File: src/rtl/mips_pkg.sv
// Shared MIPS pipeline types: the decoded control bundle and datapath widths.
package mips_pkg;

    localparam int DW = 32;
    localparam int RW = 5;

    typedef struct packed {
        logic       regWrite;
        logic       memRead;
        logic       memWrite;
        logic       memToReg;
        logic       aluSrc;
        logic [1:0] aluOp;
        logic       regDst;
    } ctrl_t;

    localparam ctrl_t CTRL_NOP = '0;

endpackage

File: src/rtl/hazard_detect.sv
// Load-use hazard detection; a same-cycle flush overrides the stall so a redirect
// is never blocked.
module hazard_detect #(
    parameter int RW = mips_pkg::RW
) (
    input  logic          ID_EX_memRead,
    input  logic [RW-1:0] ID_EX_regRt,
    input  logic [RW-1:0] IF_ID_regRs,
    input  logic [RW-1:0] IF_ID_regRt,
    input  logic          flush,
    output logic          hazard,
    output logic          pcWrite,
    output logic          IF_ID_write
);

    logic w_rt_match;

    assign w_rt_match  = (ID_EX_regRt == IF_ID_regRs) || (ID_EX_regRt == IF_ID_regRt);
    // Loads into $0 never produce a real value, so they cannot create a dependency.
    assign hazard      = ID_EX_memRead && (ID_EX_regRt != '0) && w_rt_match;
    assign pcWrite     = !(hazard && !flush);
    assign IF_ID_write = !(hazard && !flush);

endmodule

File: src/rtl/id_ex_stage.sv
// ID/EX pipeline register with load-use bubble insertion.
// Optional stall-cycle counter enabled by defining ID_EX_STALL_CNT_EN.
module id_ex_stage #(
    parameter int DW = mips_pkg::DW,
    parameter int RW = mips_pkg::RW
) (
    input  logic          clk,
    input  logic          rst_n,
    input  logic          flush,
    input  logic          ID_regWrite,
    input  logic          ID_memRead,
    input  logic          ID_memWrite,
    input  logic          ID_memToReg,
    input  logic          ID_aluSrc,
    input  logic [1:0]    ID_aluOp,
    input  logic          ID_regDst,
    input  logic [DW-1:0] ID_readData_1,
    input  logic [DW-1:0] ID_readData_2,
    input  logic [DW-1:0] ID_extended_imm,
    input  logic [RW-1:0] IF_ID_regRs,
    input  logic [RW-1:0] IF_ID_regRt,
    input  logic [RW-1:0] IF_ID_regRd,
    output logic          ID_EX_regWrite,
    output logic          ID_EX_memRead,
    output logic          ID_EX_memWrite,
    output logic          ID_EX_memToReg,
    output logic          ID_EX_aluSrc,
    output logic [1:0]    ID_EX_aluOp,
    output logic          ID_EX_regDst,
    output logic [DW-1:0] ID_EX_readData_1,
    output logic [DW-1:0] ID_EX_readData_2,
    output logic [DW-1:0] ID_EX_extended_imm,
    output logic [RW-1:0] ID_EX_regRs,
    output logic [RW-1:0] ID_EX_regRt,
    output logic [RW-1:0] ID_EX_regRd,
    output logic          pcWrite,
    output logic          IF_ID_write
`ifdef ID_EX_STALL_CNT_EN
   ,output logic [31:0]   stall_cnt
`endif
);

    import mips_pkg::ctrl_t;
    import mips_pkg::CTRL_NOP;

    ctrl_t         w_ctrl_in;
    ctrl_t         r_ctrl;
    logic [DW-1:0] r_rd1;
    logic [DW-1:0] r_rd2;
    logic [DW-1:0] r_imm;
    logic [RW-1:0] r_rs;
    logic [RW-1:0] r_rt;
    logic [RW-1:0] r_rd;
    logic          w_hazard;

    assign w_ctrl_in = {ID_regWrite, ID_memRead, ID_memWrite, ID_memToReg,
                        ID_aluSrc, ID_aluOp, ID_regDst};

    hazard_detect #(.RW(RW)) u_hazard (
        .ID_EX_memRead (r_ctrl.memRead),
        .ID_EX_regRt   (r_rt),
        .IF_ID_regRs   (IF_ID_regRs),
        .IF_ID_regRt   (IF_ID_regRt),
        .flush         (flush),
        .hazard        (w_hazard),
        .pcWrite       (pcWrite),
        .IF_ID_write   (IF_ID_write)
    );

    // Bubbles only zero the control bits; data fields are don't-care under a NOP.
    always_ff @(posedge clk or negedge rst_n) begin
        if (!rst_n) begin
            r_ctrl <= CTRL_NOP;
            r_rd1  <= '0;
            r_rd2  <= '0;
            r_imm  <= '0;
            r_rs   <= '0;
            r_rt   <= '0;
            r_rd   <= '0;
        end else begin
            r_ctrl <= (flush || w_hazard) ? CTRL_NOP : w_ctrl_in;
            r_rd1  <= ID_readData_1;
            r_rd2  <= ID_readData_2;
            r_imm  <= ID_extended_imm;
            r_rs   <= IF_ID_regRs;
            r_rt   <= IF_ID_regRt;
            r_rd   <= IF_ID_regRd;
        end
    end

`ifdef ID_EX_STALL_CNT_EN
    logic [31:0] r_stall_cnt;

    always_ff @(posedge clk or negedge rst_n) begin
        if (!rst_n)
            r_stall_cnt <= '0;
        else if (w_hazard && !flush && (r_stall_cnt != 32'hFFFF_FFFF))
            r_stall_cnt <= r_stall_cnt + 32'd1;
    end

    assign stall_cnt = r_stall_cnt;
`endif

    assign ID_EX_regWrite     = r_ctrl.regWrite;
    assign ID_EX_memRead      = r_ctrl.memRead;
    assign ID_EX_memWrite     = r_ctrl.memWrite;
    assign ID_EX_memToReg     = r_ctrl.memToReg;
    assign ID_EX_aluSrc       = r_ctrl.aluSrc;
    assign ID_EX_aluOp        = r_ctrl.aluOp;
    assign ID_EX_regDst       = r_ctrl.regDst;
    assign ID_EX_readData_1   = r_rd1;
    assign ID_EX_readData_2   = r_rd2;
    assign ID_EX_extended_imm = r_imm;
    assign ID_EX_regRs        = r_rs;
    assign ID_EX_regRt        = r_rt;
    assign ID_EX_regRd        = r_rd;

endmodule
File: config.mk
export PLATFORM = sky130hd
export DESIGN_NAME = id_ex_stage
export DESIGN_NICKNAME = d
export VERILOG_FILES = /design/src/rtl/mips_pkg.sv /design/src/rtl/hazard_detect.sv /design/src/rtl/id_ex_stage.sv
export SDC_FILE = /design/constraint.sdc
export NUM_CORES = 1
export LEC_CHECK = 0
export CAP_MARGIN = 20
export CORE_MARGIN = 1.5
export CORE_UTILIZATION = 36
export CTS_BUF_LIST = sky130_fd_sc_hd__clkbuf_8 sky130_fd_sc_hd__clkbuf_16
export DETAILED_ROUTE_END_ITERATION = 10
export PLACE_DENSITY = 0.89
export RECOVER_POWER = 25
export SLEW_MARGIN = 25
export SYNTH_ARGS = -nofsm -noshare
export SYNTH_HDL_FRONTEND = slang
export SYNTH_SLANG_ARGS = --single-unit
export TNS_END_PERCENT = 1
File: constraint.sdc
create_clock -name clk -period 5.4 [get_ports clk]
set_clock_uncertainty 0.1 [all_clocks]
set_input_delay 0.81 -clock clk [delete_from_list [all_inputs] [get_ports clk]]
set_output_delay 0.81 -clock clk [all_outputs]
set_load 0.05 [all_outputs]
### After elaboration in Yosys (flattened, before gate mapping)

Index checks and enable logic that the tools add are counted.

* register bits: 119
* latch bits: 0
* memory bits (writable): 0
* memory bits (read-only): 0
* bits of input ports: 122
* output and inout port bits: 121
* word-level logic and storage cells: 24
* memories: 0

* $add $sub $neg: 0
* multipliers: 0
* div/mod/pow operators: 0
* magnitude comparators: 0
* eq/ne operators: 2
* shift operators: 0
* muxes and demuxes: 1
* bitwise gates (word level): 0
* reductions and logical operators: 8

Operators with widths (number)
* $eq 5x5->1: 2
* $mux 8: 1
* $reduce_bool 5->1: 1
* $logic_and 1x1->1: 3
* $logic_not 1->1: 2
* $logic_or 1x1->1: 2

### Logic depth before layout (Yosys ltp)

* depth in word-level cells: 5
* depth in mapped cells: 5
* depth with buffers taken out: 4

### Cells and area by module

A second synthesis with hierarchy kept.

* cell total of the unflattened synthesis: 148
* area, all modules: 3245.6 um2

Modules (own cells, without submodules)
* id_ex_stage: instances 1, cells each 129, area each 3100.5 um2, sequential area each 2977.9 um2
* hazard_detect: instances 1, cells each 19, area each 145.1 um2, sequential area each 0.0 um2

### Worst setup path before layout

OpenSTA, ideal clock, no wires.

* path type: input -> output
* start point: in IF_ID_regRt[4]
* end point: out pcWrite
* data arrival time: 2.271 ns
* required time: 4.490 ns
* path slack: 2.219 ns
* stages on the path: 5
* buffers on the path: 1
* cell sequence: xnor2_1 -> nand3_1 -> o22ai_4 -> nand3b_1 -> buf_4

* cells in the longest elaborated chain, start to end: 5

RTL lines
* from (decl): RTL line id_ex_stage.sv:21 `input logic [RW-1:0] IF_ID_regRt,`
* $eq 5x5->1: RTL line hazard_detect.sv:18 `assign w_rt_match = (ID_EX_regRt == IF_ID_regRs) || (ID_EX_regRt == IF_ID_regRt);`
* $logic_or 1x1->1: RTL line hazard_detect.sv:18
* $logic_and 1x1->1: RTL line hazard_detect.sv:20 `assign hazard = ID_EX_memRead && (ID_EX_regRt != '0) && w_rt_match;`
* $logic_and 1x1->1
* $logic_not 1->1
* to (decl): RTL line id_ex_stage.sv:36 `output logic pcWrite,`

Every way passes these cells.

### Worst setup path in the final report

* start point: in IF_ID_regRt[4]
* end point: out IF_ID_write

* cells in the longest elaborated chain, start to end: 5

RTL lines
* $eq 5x5->1: RTL line hazard_detect.sv:18
* $logic_or 1x1->1: RTL line hazard_detect.sv:18
* $logic_and 1x1->1: RTL line hazard_detect.sv:20
* $logic_and 1x1->1: RTL line hazard_detect.sv:22 `assign IF_ID_write = !(hazard && !flush);`
* $logic_not 1->1: RTL line hazard_detect.sv:22
* to (decl): RTL line id_ex_stage.sv:37 `output logic IF_ID_write`

Every way passes these cells.

==> run_results.csv <==
group,metric,value,unit
synth,synthDistinctLibCells,12,
setup_path,crit_path_top_delay_cell,"clkdlybuf4s50_1",
cells_and_area,nets,537,
clocking,clkTransAtPathRegs,0.06,ns
clocking,cts_hold_buf,0,
cells_and_area,mostFrequentLayoutCells,"152 x clkdlybuf4s50_1, 119 x dfrtp_1, 89 x dlygate4sd3_1",
drt,drt.antenna.violating_nets,0,
clocking,cts_buffer_depth,2,
synth,synth_seq_area_share,91.2,%
synth,synth_top_area_share,91.2,%
synth,syn-cell-area,3260,um^2
setup_path,worstSetupEndpoint,"IF_ID_write",
hold_path,hold_class,"primary input to asynchronous set/reset pin",
sta,finalCritPeriodShare,70.9,%
sta,fin_hold_ws,0.247,ns
cells_and_area,area_growth,97.2,%
synth,yosys_warnings,0,
floorplan,boundaryPins,243,
drt,wl,9530,um
placed_design,dp_hpwl,7340,um
floorplan,start_util,37.3,%
drt,vias_per_cell,4.26,
drt,drc_errors,0,
global_route,grt_pass1_vias,2566,
setup_path,critPathRequiredTime,4.49,ns
setup_path,arrival,2.92,ns
setup_path,reg2reg_depth,3,
clocking,cts-resized-gates,0,
cells_and_area,drive_gt1_share,9.37,%
setup_path,crit_fanout,9,
setup_path,worstSetupPathType,"primary input to primary output",
global_route,grt_pass1_wl,14500,um
placed_design,dp_cells,504,
setup_path,worstPathCellList,"clkdlybuf4s50_1 > xnor2_1 > nand3_1 > o22ai_4 > nand3b_1 > clkdlybuf4s50_1",
clocking,cts-buffers-inserted,17,
global_route,track_usage,20.6,%
cells_and_area,ff_latch_area,2980,um^2
synth,avgSynthCellArea,21.1,um^2
run,cap_violations,0,
setup_path,timing.critical_path.mode_cell,"clkdlybuf4s50_1",
floorplan,die_w,98.2,um
sta,slew_headroom,53.6,%
cells_and_area,fillers,574,
cells_and_area,layout_commonest_cell,"clkdlybuf4s50_1",
sta,finalSetupViolCount,0,
setup_path,end_kind,"primary output",
synth,syn_inst,155,
cells_and_area,multi_input_area,268,um^2
setup_path,slowest_delay,0.74,ns
sta,worstMarginPinSlew,0.695,ns
global_route,antenna_found_initial,2,
power,peakVddDrop,0.228,mV
synth,synth-adder-area-share,0,%
setup_path,r2r-start,"ID_EX_regRt[0]",
sta,finalCriticalPeriod,3.83,ns
setup_path,r2r_slack,3.73,ns
synth,muxShareOfSynthArea,0,%
clocking,clk_latency,0.49,ns
drt,wl_per_cell,17.8,um
clocking,h-tree-depth,4,
floorplan,die_h,98.2,um
cells_and_area,final_cells,536,
setup_path,r2r-end,"ID_EX_regDst",
sta,hold_violations,0,
floorplan,rows,34,
global_route,grt_overflow_total,0,
synth,yosys-top-cells-area,"dfrtp_1 91%, xnor2_1 2.7%, a21oi_2 2.1%",
sta,slew_violations,0,
synth,synth_xor_area_share,2.68,%
sta,rsz0062_at_grt,"false",
clocking,cts_tree,"done",
floorplan,core,8760,um^2
floorplan,die_area,9650,um^2
power,p_per_area,389,nW/um^2
setup_path,crit_path_start,"IF_ID_regRt[4]",
drt,drtIter0Drc,35,
drt,vias,2286,
clocking,root_buffer,"clkbuf_8",
synth,synth_top_family_by_area,"compound AO/OA/AOI/OAI gates",
synth,yosys.area_share.simple,2.53,%
outcome,status,"finished, final reports clean",
clocking,clock_sinks,119,
global_route,grt_start_max_net_pins,81,
power,p_leak,2.75,nW
sta,fmax,261,MHz
synth,ys_seq_elements,119,
drt,dr.pass1.iters,4,
clocking,postCtsSetupBuffers,0,
synth,syn_nets,277,
synth,synth_compound_area_share,2.99,%
synth,synth_top_area_cell,"dfrtp_1",
sta,tns,0,ns
placed_design,port_buffers,242,
setup_path,startpoint_type,"primary input",
placed_design,place_congestion,0.807,
[metal layers]
metal | share of wire (%) | routed length [um] | track usage, % | up-vias
li1 | - | - | - | 1014
met1 | 34 | 3240 | 20.9 | 1127
met2 | 57 | 5440 | 38.2 | 134
met3 | 8.1 | 767 | 8.23 | 9
met4 | 0.63 | 60 | 7.04 | 2
met5 | 0.14 | 13 | 0 | -
[worst min path at each step]
stage / from / end / slack [ns] / cells past startpoint
floorplan: rst_n / ID_EX_aluOp[0] / 0.41 / 0
global placement: ID_EX_memRead / ID_EX_memRead / 0.71 / 2
detailed placement: ID_EX_memRead / ID_EX_memToReg / 0.72 / 2
CTS: rst_n / ID_EX_readData_2[15] / 0.40 / 1
global route: rst_n / ID_EX_regRd[2] / 0.29 / 1
finish: rst_n / ID_EX_readData_2[15] / 0.25 / 1
[report_power, final]
| part | switching, mW | total, mW | leakage [nW] | internal [mW] |
|---|---|---|---|---|
| Clock | 0.383 | 1.17 | 0.307 | 0.790 |
| Sequential | 0.0165 | 0.954 | 1.40 | 0.938 |
| Combinational | 0.231 | 0.379 | 1.04 | 0.149 |
| Total | 0.630 | 2.51 | 2.75 | 1.88 |
[logic make-up after synthesis]
| kind of cell | count (synthesis) |
|---|---|
| buffers and inverters | 2 |
| XOR/XNOR | 10 |
| AO/OA/AOI/OAI | 10 |
| flip-flops | 119 |
| AND/OR/NAND/NOR | 14 |
[metrics by stage]
stage                     total power [mW]  worst slack, ns  cell area [um^2]  utilization, %
after floorplan                       1.15             2.22              3260               -
after global placement                1.35             1.66              5810            66.3
after detailed placement              1.36             1.55              5810            66.3
after CTS                             2.55             1.54              6430            73.4
after global routing                  2.59             1.49              6440            73.5
final                                 2.51             1.57              6440            73.5
[area by class of cell]
cell class,instances,area share (%)
clock inverter,14,3.25
multi-input combinational,34,4.16
timing repair buffer,243,37.8
tap,108,2.10
clock buffer,17,6.43
sequential,119,46.3
antenna,1,0.0389
[cell usage after synthesis, drive strengths merged]
master	instances
dfrtp	119
nand2b	8
buf	2
nand3b	1
o21a	1
xnor2	10
nand3	2
a21oi	8
o22ai	1
nand2	2
or4	1
[critical path: cells and delay by family]
kind | cells | cell delay (ns)
simple gates | 2 | 0.32
buf+inv | 2 | 1.23
xor+xnor | 1 | 0.15
compound gates | 1 | 0.40
[sequential cells by signal, summed over array words and instances, names as in the netlist]
signal	flops
ID_EX_aluOp	2
ID_EX_aluSrc	1
ID_EX_extended_imm	32
ID_EX_memRead	1
ID_EX_memToReg	1
ID_EX_memWrite	1
ID_EX_readData_1	32
ID_EX_readData_2	32
ID_EX_regDst	1
ID_EX_regRd	5
ID_EX_regRs	5
ID_EX_regRt	5
ID_EX_regWrite	1
Note: power is estimated with default switching activity, not from simulation.
